[src/rtl/fir_seq_ctrl_if.sv]
// Stream bundle for fir_seq_ctrl: sample input (ss_*) and result output (sm_*).
// The controller takes the slave view: it consumes ss_* and produces sm_*.
// The wrapper or bench takes the master view.
interface fir_seq_ctrl_if #(
    parameter int unsigned DW = 32
) ();
    logic          ss_tvalid;
    logic [DW-1:0] ss_tdata;
    logic          ss_tlast;
    logic          ss_tready;
    logic          sm_tvalid;
    logic [DW-1:0] sm_tdata;
    logic          sm_tlast;
    logic          sm_tready;

    modport slave (
        input  ss_tvalid, ss_tdata, ss_tlast, sm_tready,
        output ss_tready, sm_tvalid, sm_tdata, sm_tlast
    );

    modport master (
        output ss_tvalid, ss_tdata, ss_tlast, sm_tready,
        input  ss_tready, sm_tvalid, sm_tdata, sm_tlast
    );
endinterface

[src/rtl/fir_seq_ctrl.sv]
// Sequencer for an NUM_TAP-tap FIR MAC datapath. Samples arrive on the stream
// interface, are stored in a single-port data RAM used as a ring buffer, and each
// sample triggers an NUM_TAP-read MAC pass producing one output sample.
// Optional: define FIR_TLAST_CHECK_EN to flag ss_tlast disagreeing with the run length
// on the sticky err_tlast output; otherwise ss_tlast is ignored and err_tlast is 0.
module fir_seq_ctrl #(
    parameter int unsigned NUM_TAP = 11,
    parameter int unsigned DW      = 32,
    parameter int unsigned AW      = 4
) (
    input  logic                 CLK,
    input  logic                 Reset,
    input  logic                 ap_start,
    output logic                 ap_idle,
    output logic                 ap_done,
    input  logic [31:0]          data_length,
    fir_seq_ctrl_if.slave        axis,
    output logic [AW-1:0]        tap_A,
    input  logic [DW-1:0]        tap_Do,
    output logic                 data_WE,
    output logic [AW-1:0]        data_A,
    output logic [DW-1:0]        data_Di,
    input  logic [DW-1:0]        data_Do,
    output logic                 err_tlast
);

    typedef enum logic [2:0] {
        StIdle, StClr, StWaitIn, StWrite, StCalc, StOut, StDone
    } state_e;

    // Index counter is one bit wider than the address so it can reach NUM_TAP.
    localparam logic [AW:0]   NumTapIdx = (AW+1)'(NUM_TAP);
    localparam logic [AW:0]   LastIdx   = (AW+1)'(NUM_TAP - 1);
    localparam logic [AW-1:0] LastPtr   = AW'(NUM_TAP - 1);

    state_e        state_q, state_d;
    logic [31:0]   len_q, len_d;
    logic [31:0]   count_q, count_d;
    logic [AW-1:0] wptr_q, wptr_d;
    logic [AW:0]   idx_q, idx_d;
    logic [DW-1:0] acc_q, acc_d;
    logic [DW-1:0] sample_q, sample_d;

    logic [DW-1:0] prod;
    logic [AW:0]   ring_sum;
    logic [AW-1:0] ring_addr;

    // Product of the RAM words addressed on the previous CALC cycle.
    assign prod = tap_Do * data_Do;

    // Tap k pairs with the sample written k inputs ago: (wptr + NUM_TAP - k) mod NUM_TAP.
    assign ring_sum  = {1'b0, wptr_q} + NumTapIdx - idx_q;
    assign ring_addr = (ring_sum >= NumTapIdx) ? AW'(ring_sum - NumTapIdx) : ring_sum[AW-1:0];

    assign axis.sm_tdata = acc_q;
    assign axis.sm_tlast = (state_q == StOut) && (count_q == len_q);

    // Next-state, datapath updates and control outputs.
    always_comb begin
        state_d        = state_q;
        len_d          = len_q;
        count_d        = count_q;
        wptr_d         = wptr_q;
        idx_d          = idx_q;
        acc_d          = acc_q;
        sample_d       = sample_q;
        ap_idle        = 1'b0;
        ap_done        = 1'b0;
        axis.ss_tready = 1'b0;
        axis.sm_tvalid = 1'b0;
        tap_A          = '0;
        data_WE        = 1'b0;
        data_A         = '0;
        data_Di        = '0;
        unique case (state_q)
            StIdle: begin
                ap_idle = 1'b1;
                if (ap_start) begin
                    len_d   = data_length;
                    count_d = '0;
                    wptr_d  = '0;
                    idx_d   = '0;
                    acc_d   = '0;
                    state_d = StClr;
                end
            end
            StClr: begin
                data_WE = 1'b1;
                data_A  = idx_q[AW-1:0];
                if (idx_q == LastIdx) begin
                    idx_d   = '0;
                    state_d = (len_q == 32'd0) ? StDone : StWaitIn;
                end else begin
                    idx_d = idx_q + (AW+1)'(1);
                end
            end
            StWaitIn: begin
                axis.ss_tready = 1'b1;
                if (axis.ss_tvalid) begin
                    sample_d = axis.ss_tdata;
                    state_d  = StWrite;
                end
            end
            StWrite: begin
                data_WE = 1'b1;
                data_A  = wptr_q;
                data_Di = sample_q;
                idx_d   = '0;
                state_d = StCalc;
            end
            StCalc: begin
                if (idx_q < NumTapIdx) begin
                    tap_A  = idx_q[AW-1:0];
                    data_A = ring_addr;
                end
                // RAM latency: the product for index k lands while idx is k+1.
                if (idx_q == (AW+1)'(1)) begin
                    acc_d = prod;
                end else if (idx_q != '0) begin
                    acc_d = acc_q + prod;
                end
                if (idx_q == NumTapIdx) begin
                    wptr_d  = (wptr_q == LastPtr) ? '0 : wptr_q + AW'(1);
                    count_d = count_q + 32'd1;
                    idx_d   = '0;
                    state_d = StOut;
                end else begin
                    idx_d = idx_q + (AW+1)'(1);
                end
            end
            StOut: begin
                axis.sm_tvalid = 1'b1;
                if (axis.sm_tready) begin
                    state_d = axis.sm_tlast ? StDone : StWaitIn;
                end
            end
            StDone: begin
                ap_done = 1'b1;
                state_d = StIdle;
            end
            default: state_d = StIdle;
        endcase
    end

    // State and datapath registers.
    always_ff @(posedge CLK or posedge Reset) begin
        if (Reset) begin
            state_q  <= StIdle;
            len_q    <= '0;
            count_q  <= '0;
            wptr_q   <= '0;
            idx_q    <= '0;
            acc_q    <= '0;
            sample_q <= '0;
        end else begin
            state_q  <= state_d;
            len_q    <= len_d;
            count_q  <= count_d;
            wptr_q   <= wptr_d;
            idx_q    <= idx_d;
            acc_q    <= acc_d;
            sample_q <= sample_d;
        end
    end

`ifdef FIR_TLAST_CHECK_EN
    logic err_q, err_d;

    // Sticky flag: ss_tlast must be set exactly on the sample that completes the run.
    always_comb begin
        err_d = err_q;
        if ((state_q == StIdle) && ap_start) begin
            err_d = 1'b0;
        end else if (axis.ss_tvalid && axis.ss_tready) begin
            if (axis.ss_tlast != ((count_q + 32'd1) == len_q)) begin
                err_d = 1'b1;
            end
        end
    end

    // Error flag register.
    always_ff @(posedge CLK or posedge Reset) begin
        if (Reset) begin
            err_q <= 1'b0;
        end else begin
            err_q <= err_d;
        end
    end

    assign err_tlast = err_q;
`else
    logic unused_tlast;
    assign unused_tlast = axis.ss_tlast;
    assign err_tlast    = 1'b0;
`endif

endmodule

[src/flat_wrapper.sv]
// flat-port wrapper written by rule: the top's interface ports become plain ports
module fir_seq_ctrl_flat 
#(
    parameter int unsigned NUM_TAP = 11,
    parameter int unsigned DW      = 32,
    parameter int unsigned AW      = 4
)
  (CLK, Reset, ap_start, ap_idle, ap_done, data_length, tap_A, tap_Do, data_WE, data_A, data_Di, data_Do, err_tlast, axis_ss_tvalid, axis_ss_tdata, axis_ss_tlast, axis_sm_tready, axis_ss_tready, axis_sm_tvalid, axis_sm_tdata, axis_sm_tlast);
  fir_seq_ctrl_if #(.DW(DW)) axis_i ();
  input  logic CLK;
  input  logic Reset;
  input  logic ap_start;
  output logic ap_idle;
  output logic ap_done;
  input  logic [31:0] data_length;
  output logic [AW-1:0] tap_A;
  input  logic [DW-1:0] tap_Do;
  output logic data_WE;
  output logic [AW-1:0] data_A;
  output logic [DW-1:0] data_Di;
  input  logic [DW-1:0] data_Do;
  output logic err_tlast;
  input wire logic [$bits(axis_i.ss_tvalid)-1:0] axis_ss_tvalid;
  input wire logic [$bits(axis_i.ss_tdata)-1:0] axis_ss_tdata;
  input wire logic [$bits(axis_i.ss_tlast)-1:0] axis_ss_tlast;
  input wire logic [$bits(axis_i.sm_tready)-1:0] axis_sm_tready;
  output wire logic [$bits(axis_i.ss_tready)-1:0] axis_ss_tready;
  output wire logic [$bits(axis_i.sm_tvalid)-1:0] axis_sm_tvalid;
  output wire logic [$bits(axis_i.sm_tdata)-1:0] axis_sm_tdata;
  output wire logic [$bits(axis_i.sm_tlast)-1:0] axis_sm_tlast;
  assign axis_i.ss_tvalid = axis_ss_tvalid;
  assign axis_i.ss_tdata = axis_ss_tdata;
  assign axis_i.ss_tlast = axis_ss_tlast;
  assign axis_i.sm_tready = axis_sm_tready;
  assign axis_ss_tready = axis_i.ss_tready;
  assign axis_sm_tvalid = axis_i.sm_tvalid;
  assign axis_sm_tdata = axis_i.sm_tdata;
  assign axis_sm_tlast = axis_i.sm_tlast;
  fir_seq_ctrl #(.NUM_TAP(NUM_TAP), .DW(DW), .AW(AW)) u_core (.CLK(CLK), .Reset(Reset), .ap_start(ap_start), .ap_idle(ap_idle), .ap_done(ap_done), .data_length(data_length), .axis(axis_i), .tap_A(tap_A), .tap_Do(tap_Do), .data_WE(data_WE), .data_A(data_A), .data_Di(data_Di), .data_Do(data_Do), .err_tlast(err_tlast));
endmodule
[config.mk]
export PLATFORM = sky130hd
export DESIGN_NAME = fir_seq_ctrl_flat
export DESIGN_NICKNAME = d
export VERILOG_FILES = /design/src/rtl/fir_seq_ctrl_if.sv /design/src/rtl/fir_seq_ctrl.sv /design/src/flat_wrapper.sv
export SDC_FILE = /design/constraint.sdc
export NUM_CORES = 2
export LEC_CHECK = 0
export ABC_AREA = 1
export BUFFER_PORTS_ARGS = -buffer_cell sky130_fd_sc_hd__buf_2
export CAP_MARGIN = 30
export CORE_ASPECT_RATIO = 1.25
export CORE_MARGIN = 2
export CORE_UTILIZATION = 63
export CTS_CLUSTER_SIZE = 40
export DETAILED_ROUTE_END_ITERATION = 8
export HOLD_SLACK_MARGIN = 0.12
export PLACE_DENSITY_LB_ADDON = 0.3
export SKIP_LAST_GASP = 1
export SYNTH_ARGS = -nofsm -noshare
export SYNTH_HDL_FRONTEND = slang
export SYNTH_SLANG_ARGS = --single-unit
[constraint.sdc]
create_clock -name CLK -period 4.9 [get_ports CLK]
set_clock_uncertainty 0.15 [all_clocks]
set_input_delay 0.49 -clock CLK [delete_from_list [all_inputs] [get_ports CLK]]
set_output_delay 0.49 -clock CLK [all_outputs]
set_load 0.02 [all_outputs]
==> results.cfg <==
[setup_path]
startpoint_type = primary input
cp_top_family = adder cells
crit_path_start = tap_Do[8]
crit_required_ps = 5070
slowest_delay_ps = 740
crit_top_cell = fa_1
r2r_cells = 13
rrSetupSlack_ps = 1760
cp.buffers_inverters = 10
crit_arrival_ps = 8350
path_max_fanout = 12
reg2reg_to = u_core.count_q[30]
crit_type = in2reg
crit_slowest_cell = fa_1
endpoint_kind = flop
worstReg2RegStart = u_core.state_q[0]

[place]
pre_cts_slack_ps = -3530
dp_hpwl_um = 63100
io_buffers = 210
gp_congestion = 0.965

[floorplan]
io_pins = 213
row_count = 82
die_area_um2 = 42000
start_util_pct = 63.7
chipHeight_um = 229
core_um2 = 39900
chipWidth_um = 184

[routing]
routedWlPerCell_um = 20.2
post-route-drc-count = 0
num_vias = 25900
drtIter0Drc = 2153
ant_nets = 0
postRouteWirelength_um = 90700
first_pass_iters = 6
vias_per_cell = 5.78

[timing]
worstMarginPinSlew_ps = 1030
drv_slew = 0
layout_min_cycle_time_ps = 8180
rsz0062_at_grt = yes
hold_viol = 0
period_share_pct = 167
fmax_ghz = 0.122
finalWorstSetupSlack_ps = -3280
max-slew-margin-rel_pct = 30.8
finalSetupViolCount = 26

[yosys]
syn-cell-area_um2 = 25400
synth_flop_cell = dfrtp_1
synth_cell_types = 49
syn_inst = 3418
syn_nets = 4131
yosysWarnings = 0
synth.avg_cell_area_um2 = 7.44
ys_seq_elements = 140
async_flop_share_pct = 100
seq_area_frac_synth_pct = 13.8
synth_edf_count = 0

[flow_run]
drv_cap = 0

[final_layout]
n_antenna_cell = 0
drive_gt1_share_pct = 25.8
mostFrequentLayoutCells = 874 x inv_1, 855 x nand2_1, 396 x buf_4
layout_commonest_cell = inv_1
multiInputGateArea_um2 = 20000
nFillCells = 2291
num-nets-final = 4677
seqCellArea_um2 = 3500
syn2layout_area_growth_pct = 31.1

[grt]
grt_util_met1_pct = 44.8
grt_antenna_before_repair = 3
busiest_layer = met2
grt_pass1_wl_um = 138000
overflow = 0
grt_max_degree = 102
grt_usage_pct = 42.4
grt_pass1_vias = 27700
grtUsageMet3_pct = 11.5
use_met2_pct = 72.3

[clocking]
cts_made_buffers = 17
clk_pin_slew_ps = 60
root_buffer = clkbuf_16
cts.sinks = 140
clockBufferDepth = 2
htreeDepth = 4
clock_latency_ps = 450
cts_tree = built

[worst_hold_path]
hold_path.class = in2reg
hold_start = data_length[17]
hold_depth = 3
hold_end = u_core.len_q[17]

[status]
violations = negative setup slack
status = finished, violations left
Yosys cell counts, types with 3 or more instances:
cell / count / share of area [%]
nand3_1: 77 / 1.5
ha_1: 169 / 8.3
and3_1: 3 / 0.074
fa_1: 410 / 32
dfrtp_1: 140 / 14
o31ai_1: 3 / 0.089
a32o_1: 9 / 0.35
buf_1: 16 / 0.24
xor2_1: 53 / 1.8
a221oi_1: 3 / 0.10
o22ai_1: 10 / 0.25
nand3b_1: 7 / 0.21
nand4_1: 21 / 0.52
o221ai_1: 5 / 0.17
inv_1: 911 / 13
nand2_1: 913 / 13
nor4_1: 12 / 0.30
nor3_2: 4 / 0.16
o21ai_0: 108 / 2.1
a211oi_1: 6 / 0.18
a31oi_1: 6 / 0.15
o21bai_1: 9 / 0.27
inv_2: 6 / 0.089
nand2_2: 5 / 0.12
nor3_1: 23 / 0.45
clkbuf_1: 117 / 1.7
a21oi_1: 147 / 2.9
or2_2: 8 / 0.20
nor2_1: 144 / 2.1
o2111ai_1: 3 / 0.10
o21a_1: 3 / 0.089
xnor2_1: 25 / 0.86
o211ai_1: 18 / 0.53
area by class of cell:
cell class	count	share of cell area (%)
Tap cell	504	1.89
Inverter	918	10.4
Clock inverter	14	0.466
Timing Repair Buffer	662	15.3
Clock buffer	18	1.32
Multi-Input combinational cell	2225	60.1
Sequential cell	140	10.5
per-stage QoR:
step           setup TNS (ps)  utilization, %  cell area [um2]  hold slack (ps)  instances
5_1_grt                -70710            83.5            33300              123       4481
3_3_place_gp           -69890            74.5            29700              333       4337
6_report               -64950            83.5            33300              121       4481
4_1_cts                -52540            81.0            32300              124       4450
3_5_place_dp           -73340            74.7            29800              352       4339
2_1_floorplan          -49880               -            26200              321       3418
worst max path at each step:
stage | to | slack (ps) | cells past startpoint
floorplan | u_core.axis.sm_tdata[31] | -2660 | 32
global placement | u_core.axis.sm_tdata[31] | -3480 | 32
finish | u_core.axis.sm_tdata[30] | -3280 | 36
CTS | u_core.axis.sm_tdata[31] | -2650 | 34
detailed placement | u_core.axis.sm_tdata[31] | -3530 | 32
global route | u_core.axis.sm_tdata[31] | -3530 | 36
flip-flops by register name (all words and copies together), names as in the netlist:
name	count
u_core.len_q	32
u_core.wptr_q	4
u_core.axis.sm_tdata	32
u_core.state_q	3
u_core.idx_q	5
u_core.sample_q	32
u_core.count_q	32
cells by family (layout without fill, tap and decap cells):
group,Yosys count,in the layout,synth area share [%]
adders and majority gates,579,579,40.6
xor gates and xnor gates,78,78,2.69
AOI/OAI and AO/OA,337,337,7.53
other,1,1,0.0148
buffers and inverters,1053,1612,15.6
DFF,140,140,13.8
and+or+nand+nor,1230,1230,19.8
repair_timing:
item	in CTS	in global routing
hold endpoints to repair	19	12
resized for setup	301	142
gates cloned	1	0
hold buffers	19	1
setup endpoints to repair	26	27
buffers inserted	59	29
pin swaps	134	66
per-layer routing:
metal	up-vias	wire (um)	part of all wire, %
met4	6	8770	9.7
met5	-	34	0.037
met1	12300	28600	32
met3	692	9410	10
met2	1723	43900	48
li1	11100	-	-
tightest hold or removal path: stages:
cell and delay [ps]:
buf_2 70, nand2_1 50, o21ai_0 60
Power is left out: the tool's default activity adds up to more than one toggle a clock period on the data nets, which glitch-free logic cannot reach.
